## config.mk

```make
export PLATFORM = sky130hd
export DESIGN_NAME = mem_copy_dma_flat
export DESIGN_NICKNAME = d
export VERILOG_FILES = /design/src/rtl/mem_copy_dma_if.sv /design/src/rtl/mem_copy_dma.sv /design/src/flat_wrapper.sv
export SDC_FILE = /design/constraint.sdc
export NUM_CORES = 1
export LEC_CHECK = 0
export BUFFER_PORTS_ARGS = -buffer_cell sky130_fd_sc_hd__buf_2
export CAP_MARGIN = 10
export CORE_MARGIN = 3
export CORE_UTILIZATION = 53
export DETAILED_ROUTE_END_ITERATION = 12
export GPL_ROUTABILITY_DRIVEN = 1
export MAX_ROUTING_LAYER = met4
export PLACE_DENSITY = 0.8
export RECOVER_POWER = 100
export SYNTH_ARGS = -nofsm -noshare
export SYNTH_HDL_FRONTEND = slang
export SYNTH_SLANG_ARGS = --single-unit
export TNS_END_PERCENT = 50
```

## constraint.sdc

```tcl
create_clock -name clk -period 2.7 [get_ports clk]
set_clock_uncertainty 0.2 [all_clocks]
set_input_delay 0.27 -clock clk [delete_from_list [all_inputs] [get_ports clk]]
set_output_delay 0.27 -clock clk [all_outputs]
set_load 0.05 [all_outputs]
```

## src/rtl/mem_copy_dma_if.sv

```systemverilog
// Memory-side bus between the copy/fill engine and the single-port data memory.
// The memory reads combinationally and commits writes on the rising clock edge.
interface mem_copy_dma_if #(
  parameter int unsigned DATA_WIDTH = 32,
  parameter int unsigned BUS_WIDTH  = 10
);
  logic                  MEMread;
  logic                  MEMwrite;
  logic [BUS_WIDTH-1:0]  A;
  logic [DATA_WIDTH-1:0] D;
  logic [DATA_WIDTH-1:0] rdata;

  modport master (
    output MEMread,
    output MEMwrite,
    output A,
    output D,
    input  rdata
  );

  modport slave (
    input  MEMread,
    input  MEMwrite,
    input  A,
    input  D,
    output rdata
  );
endinterface

```

## src/rtl/mem_copy_dma.sv

```systemverilog
// Block copy / block fill engine for the single-port data memory.
// One word per RD+WR pair for copy, one word per WR for fill; strobes decode from state.
module mem_copy_dma #(
  parameter int unsigned DATA_WIDTH = 32,
  parameter int unsigned BUS_WIDTH  = 10
) (
  input  logic                  clk,
  input  logic                  RST_n,
  input  logic                  start,
  input  logic                  op,
  input  logic [BUS_WIDTH-1:0]  src,
  input  logic [BUS_WIDTH-1:0]  dst,
  input  logic [BUS_WIDTH:0]    len,
  input  logic [DATA_WIDTH-1:0] pattern,
  input  logic                  abort,
  output logic                  busy,
  output logic                  done,
  output logic                  aborted,
  output logic [BUS_WIDTH:0]    words_done,
  mem_copy_dma_if.master        mem
);

  localparam logic [BUS_WIDTH:0]   CntZero = '0;
  localparam logic [BUS_WIDTH:0]   CntOne  = {{BUS_WIDTH{1'b0}}, 1'b1};
  localparam logic [BUS_WIDTH-1:0] PtrOne  = {{(BUS_WIDTH-1){1'b0}}, 1'b1};

  typedef enum logic [1:0] {StIdle, StRd, StWr, StDone} state_e;

  state_e                state_q, state_d;
  logic                  op_q, op_d;
  logic [BUS_WIDTH-1:0]  src_ptr_q, src_ptr_d;
  logic [BUS_WIDTH-1:0]  dst_ptr_q, dst_ptr_d;
  logic [BUS_WIDTH:0]    remaining_q, remaining_d;
  logic [BUS_WIDTH:0]    words_done_q, words_done_d;
  logic [DATA_WIDTH-1:0] pattern_q, pattern_d;
  logic [DATA_WIDTH-1:0] buf_q, buf_d;
  logic                  aborted_q, aborted_d;

  always_ff @(posedge clk or negedge RST_n) begin
    if (!RST_n) begin
      state_q      <= StIdle;
      op_q         <= 1'b0;
      src_ptr_q    <= '0;
      dst_ptr_q    <= '0;
      remaining_q  <= '0;
      words_done_q <= '0;
      pattern_q    <= '0;
      buf_q        <= '0;
      aborted_q    <= 1'b0;
    end else begin
      state_q      <= state_d;
      op_q         <= op_d;
      src_ptr_q    <= src_ptr_d;
      dst_ptr_q    <= dst_ptr_d;
      remaining_q  <= remaining_d;
      words_done_q <= words_done_d;
      pattern_q    <= pattern_d;
      buf_q        <= buf_d;
      aborted_q    <= aborted_d;
    end
  end

  always_comb begin
    state_d      = state_q;
    op_d         = op_q;
    src_ptr_d    = src_ptr_q;
    dst_ptr_d    = dst_ptr_q;
    remaining_d  = remaining_q;
    words_done_d = words_done_q;
    pattern_d    = pattern_q;
    buf_d        = buf_q;
    aborted_d    = aborted_q;

    case (state_q)
      StIdle: begin
        if (start) begin
          op_d         = op;
          src_ptr_d    = src;
          dst_ptr_d    = dst;
          remaining_d  = len;
          pattern_d    = pattern;
          words_done_d = '0;
          aborted_d    = 1'b0;
          if (len == CntZero) begin
            state_d = StDone;
          end else if (op) begin
            state_d = StWr;
          end else begin
            state_d = StRd;
          end
        end
      end
      StRd: begin
        buf_d     = mem.rdata;
        src_ptr_d = src_ptr_q + PtrOne;
        if (abort) begin
          aborted_d = 1'b1;
          state_d   = StDone;
        end else begin
          state_d = StWr;
        end
      end
      StWr: begin
        dst_ptr_d    = dst_ptr_q + PtrOne;
        words_done_d = words_done_q + CntOne;
        remaining_d  = remaining_q - CntOne;
        // Finishing the last word wins over a simultaneous abort.
        if (remaining_q == CntOne) begin
          state_d = StDone;
        end else if (abort) begin
          aborted_d = 1'b1;
          state_d   = StDone;
        end else if (op_q) begin
          state_d = StWr;
        end else begin
          state_d = StRd;
        end
      end
      StDone: begin
        state_d = StIdle;
      end
      default: begin
        state_d = StIdle;
      end
    endcase
  end

  always_comb begin
    mem.MEMread  = 1'b0;
    mem.MEMwrite = 1'b0;
    mem.A        = '0;
    mem.D        = '0;
    case (state_q)
      StRd: begin
        mem.MEMread = 1'b1;
        mem.A       = src_ptr_q;
      end
      StWr: begin
        mem.MEMwrite = 1'b1;
        mem.A        = dst_ptr_q;
        mem.D        = op_q ? pattern_q : buf_q;
      end
      default: ;
    endcase
  end

  assign busy       = (state_q != StIdle);
  assign done       = (state_q == StDone);
  assign aborted    = aborted_q;
  assign words_done = words_done_q;

endmodule

```

## src/flat_wrapper.sv

```systemverilog
// flat-port wrapper written by rule: the top's interface ports become plain ports
module mem_copy_dma_flat 
#(
  parameter int unsigned DATA_WIDTH = 32,
  parameter int unsigned BUS_WIDTH  = 10
)
  (clk, RST_n, start, op, src, dst, len, pattern, abort, busy, done, aborted, words_done, mem_MEMread, mem_MEMwrite, mem_A, mem_D, mem_rdata);
  mem_copy_dma_if #(.DATA_WIDTH(DATA_WIDTH), .BUS_WIDTH(BUS_WIDTH)) mem_i ();
  input  logic clk;
  input  logic RST_n;
  input  logic start;
  input  logic op;
  input  logic [BUS_WIDTH-1:0] src;
  input  logic [BUS_WIDTH-1:0] dst;
  input  logic [BUS_WIDTH:0] len;
  input  logic [DATA_WIDTH-1:0] pattern;
  input  logic abort;
  output logic busy;
  output logic done;
  output logic aborted;
  output logic [BUS_WIDTH:0] words_done;
  output wire logic [$bits(mem_i.MEMread)-1:0] mem_MEMread;
  output wire logic [$bits(mem_i.MEMwrite)-1:0] mem_MEMwrite;
  output wire logic [$bits(mem_i.A)-1:0] mem_A;
  output wire logic [$bits(mem_i.D)-1:0] mem_D;
  input wire logic [$bits(mem_i.rdata)-1:0] mem_rdata;
  assign mem_MEMread = mem_i.MEMread;
  assign mem_MEMwrite = mem_i.MEMwrite;
  assign mem_A = mem_i.A;
  assign mem_D = mem_i.D;
  assign mem_i.rdata = mem_rdata;
  mem_copy_dma #(.DATA_WIDTH(DATA_WIDTH), .BUS_WIDTH(BUS_WIDTH)) u_core (.clk(clk), .RST_n(RST_n), .start(start), .op(op), .src(src), .dst(dst), .len(len), .pattern(pattern), .abort(abort), .busy(busy), .done(done), .aborted(aborted), .words_done(words_done), .mem(mem_i));
endmodule
```

==> metrics.md <==
| Metric | Value |
|---|---|
| Status | complete, no violations |
| Post-Place Cells | 838 |
| Total nets after synthesis | 673 |
| Clk Tree Root Cell | clkbuf_8 |
| Worst reg2reg path endpoint | u_core.pattern_q[20]$_DFFE_PN0P_ |
| Hold EP | u_core.src_ptr_q[9]$_DFFE_PN0P_ |
| Number of max-cap violations | 0 |
| Fin cells | 929 |
| Starting Density | 55.73% |
| Syn Area/Cell | 10.43 µm² |
| WP data required | 2.77 ns |
| Layout area overhead | 31.31% |
| Area contributors post-synth | dfrtp_1 47%, mux2_2 13%, mux2i_1 7.5% |
| Via density | 5.886 |
| Core Rows | 37 |
| TritonCTS Buffers | 9 |
| Dpl hpwl | 10780 µm |
| Most instantiated cells after synthesis | 110 x dfrtp_1, 67 x mux2_2, 52 x nor2_1, 44 x mux2i_1, 37 x nand2_1 |
| EDFF count, synth | 0 |
| Initial DRC Count | 529 |
| Flops & latches, synth | 110 |
| Routability Congestion | 0.9030 |
| Port buffer count | 157 |
| Share of the synthesized area in the top cell type | 46.80% |
| Antenna violations before repair | 1 |
| DIE AREA | 0.01240 mm² |
| GRT Overall Usage | 28.83% |
| Detail Route Antenna Nets | 0 |
| Final worst slack | 0.03420 ns |
| Leakage | 3.509 nW |
| DR pass1 iterations | 7 |
| Worst R2R Path Depth | 5 |
| Area leader, netlist | dfrtp_1 |
| Commonest register cell after synthesis | dfrtp_1 |
| Nets | 896 |
| Post-place setup slack | 0.3311 ns |
| CTS tree | yes |
| Minimum clock period | 2.666 ns |
| Distinct cells, synth | 58 |
| Sequential area share after synthesis | 46.80% |
| Mapped Area | 0.005882 mm² |
| Vias in the first global route | 5731 |
| VDD IR max | 0.9743 mV |
| PD cells | 1215 mW/mm² |
| Fmax | 0.3751 GHz |
| R2r setup slk | 0.03 ns |
| CP arrival | 2.74 ns |
| CP startpoint kind | flip-flop |
| Worst-Skew Late Latency | 0.38 ns |
| Setup CP Type | reg -> reg |
| Share of cells above drive strength 1 | 31.44% |
| Synth warn | 0 |
| Global-route wire length before repair | 28350 µm |
| Post-route DRC | 0 |
| Worst hold path type | in -> reg |
| H-tree level count | 3 |
| Core area | 0.01056 mm² |
| Post-synth ARST share | 100.0% |
| Slew @ Worst Pin | 0.9256 ns |
| Final Max Slew Viols | 0 |
| WL/cell | 18.15 µm |
| Clock slew at reported path FFs | 0.11 ns |
| Hold_sp | src[9] |
| Die span in x | 111.3 µm |
| Largest net degree at the start of global routing | 67 |
| Final Cycle Share | 98.73% |
| Critical path capture point type | flip-flop |
| Top-count cell post-synth | dfrtp_1 |
| Max-slew headroom | 38.29% |
| Die height | 111.3 µm |
| RSZ-0062 raised after global routing | yes |
| Endpoints failing setup | 0 |
| Gate Count Post-Synth | 564 |
| Endpoints failing hold | 0 |
| R2R Path Start | u_core.state_q[0]$_DFFE_PN0P_ |
| Vias | 5468 |
| Worst-path fanout max | 25 |
| Post-Route WL | 16860 µm |
| # Post-CTS Setup Buffers | 0 |
| CTS max path bufs | 2 |
| Hold depth | 3 |
| CTS sink cnt | 110 |
| Ports | 158 |
| Grt ovf | 0 |
critical path: stages, from the launching register on:
cell	delay (ns)
dfrtp_1	0.42
inv_1	0.09
ha_1	0.35
nand2_1	0.57
clkbuf_4	0.52
mux2_2	0.40
state kept, by name, indices dropped and copies added (netlist names):
register / flops
u_core.src_ptr_q: 10
u_core.dst_ptr_q: 10
u_core.op_q: 1
u_core.words_done: 11
u_core.buf_q: 32
u_core.aborted: 1
u_core.state_q: 2
u_core.remaining_q: 11
u_core.pattern_q: 32
worst max path at each step:
stage                                       start  slack [ns]  cells past startpoint                          endpoint
floorplan           u_core.state_q[0]$_DFFE_PN0P_       -0.19                      7                         mem_D[10]
global placement    u_core.state_q[1]$_DFFE_PN0P_        0.45                      5       u_core.buf_q[9]$_DFFE_PN0N_
detailed placement  u_core.state_q[0]$_DFFE_PN0P_        0.33                      6  u_core.words_done[5]$_DFFE_PN0P_
CTS                 u_core.state_q[1]$_DFFE_PN0P_        0.09                      5                          mem_A[4]
global route        u_core.state_q[0]$_DFFE_PN0P_       -0.08                      6                          mem_D[9]
finish              u_core.state_q[0]$_DFFE_PN0P_        0.03                      5  u_core.pattern_q[20]$_DFFE_PN0P_
through the flow:
| stage | hold slack (ns) | power [W] | utilization [%] | TNS (ns) | instance area, µm² |
|---|---|---|---|---|---|
| 2_1_floorplan | -0.2256 | 0.007052 | - | -6.517 | 5901 |
| 3_3_place_gp | -0.09625 | 0.008095 | 64.88 | 0 | 6848 |
| 3_5_place_dp | -0.09378 | 0.008313 | 64.88 | 0 | 6848 |
| 4_1_cts | 0.002227 | 0.009351 | 73.66 | 0 | 7775 |
| 5_1_grt | 0.02237 | 0.01003 | 73.17 | -1.640 | 7724 |
| 6_report | 0.01235 | 0.009385 | 73.17 | 0 | 7724 |
per-layer routing:
layer	up-vias	GRT usage, %	share of wire [%]
met5	-	-	0
met1	2647	34.38	40
li1	2503	-	-
met4	0	11.03	2.9
met3	47	6.467	6.9
met2	271	47.93	50
timing repair:
action,4_1_cts,5_1_grt
gates resized for setup,0,1
endpoints found under the setup margin,0,20
hold buffers,74,0
endpoints found under the hold margin,183,0
logic make-up (layout without fill, tap and decap cells):
family	after synthesis	count (layout)	synth area share, %
AND/OR/NAND/NOR	158	158	13.15
AO/OA/AOI/OAI	121	121	13.19
multiplexers	111	111	20.31
flip-flops	110	110	46.80
buffers and inverters	50	278	3.893
adder cells (fa/ha/maj)	9	9	1.915
XOR/XNOR	5	5	0.7447
other	0	1	0
power breakdown:
| group | leakage (nW) | total, W | internal (W) | switching (W) |
|---|---|---|---|---|
| Combinational | 2.11 | 0.00527 | 0.00200 | 0.00327 |
| Sequential | 1.30 | 0.00317 | 0.00243 | 0.000735 |
| Clock | 0.0951 | 0.000946 | 0.000354 | 0.000592 |
| Total | 3.51 | 0.00938 | 0.00479 | 0.00460 |
area by class of cell:
| type | instances | area, µm² |
|---|---|---|
| inverter | 13 | 48.80 |
| fill | 754 | 2831 |
| sequential | 110 | 2754 |
| clock inverter | 6 | 58.81 |
| multi-input combinational | 404 | 2920 |
| antenna | 1 | 2.502 |
| timing repair buffer | 249 | 1642 |
| clock buffer | 10 | 127.6 |
| tap | 136 | 170.2 |
layout by cell type, fill, tap and decap left out, drive strengths merged, types with 6 or more instances in the layout:
master       synthesis  routed
ha                   9       9
nand4                9       9
nor2b                6       6
clkbuf              11      44
mux2                67      67
nand2               37      37
o21ai               28      28
nand3               19      19
o22ai               16      16
nor2                52      52
dfrtp              110     110
o22a                 9       9
nor3                 7       7
buf                 25     141
inv                 13      14
mux2i               44      44
a21oi               30      30
a31oi                6       6
dlygate4sd3          0      74
No activity file was read; power rests on OpenSTA's default activity.
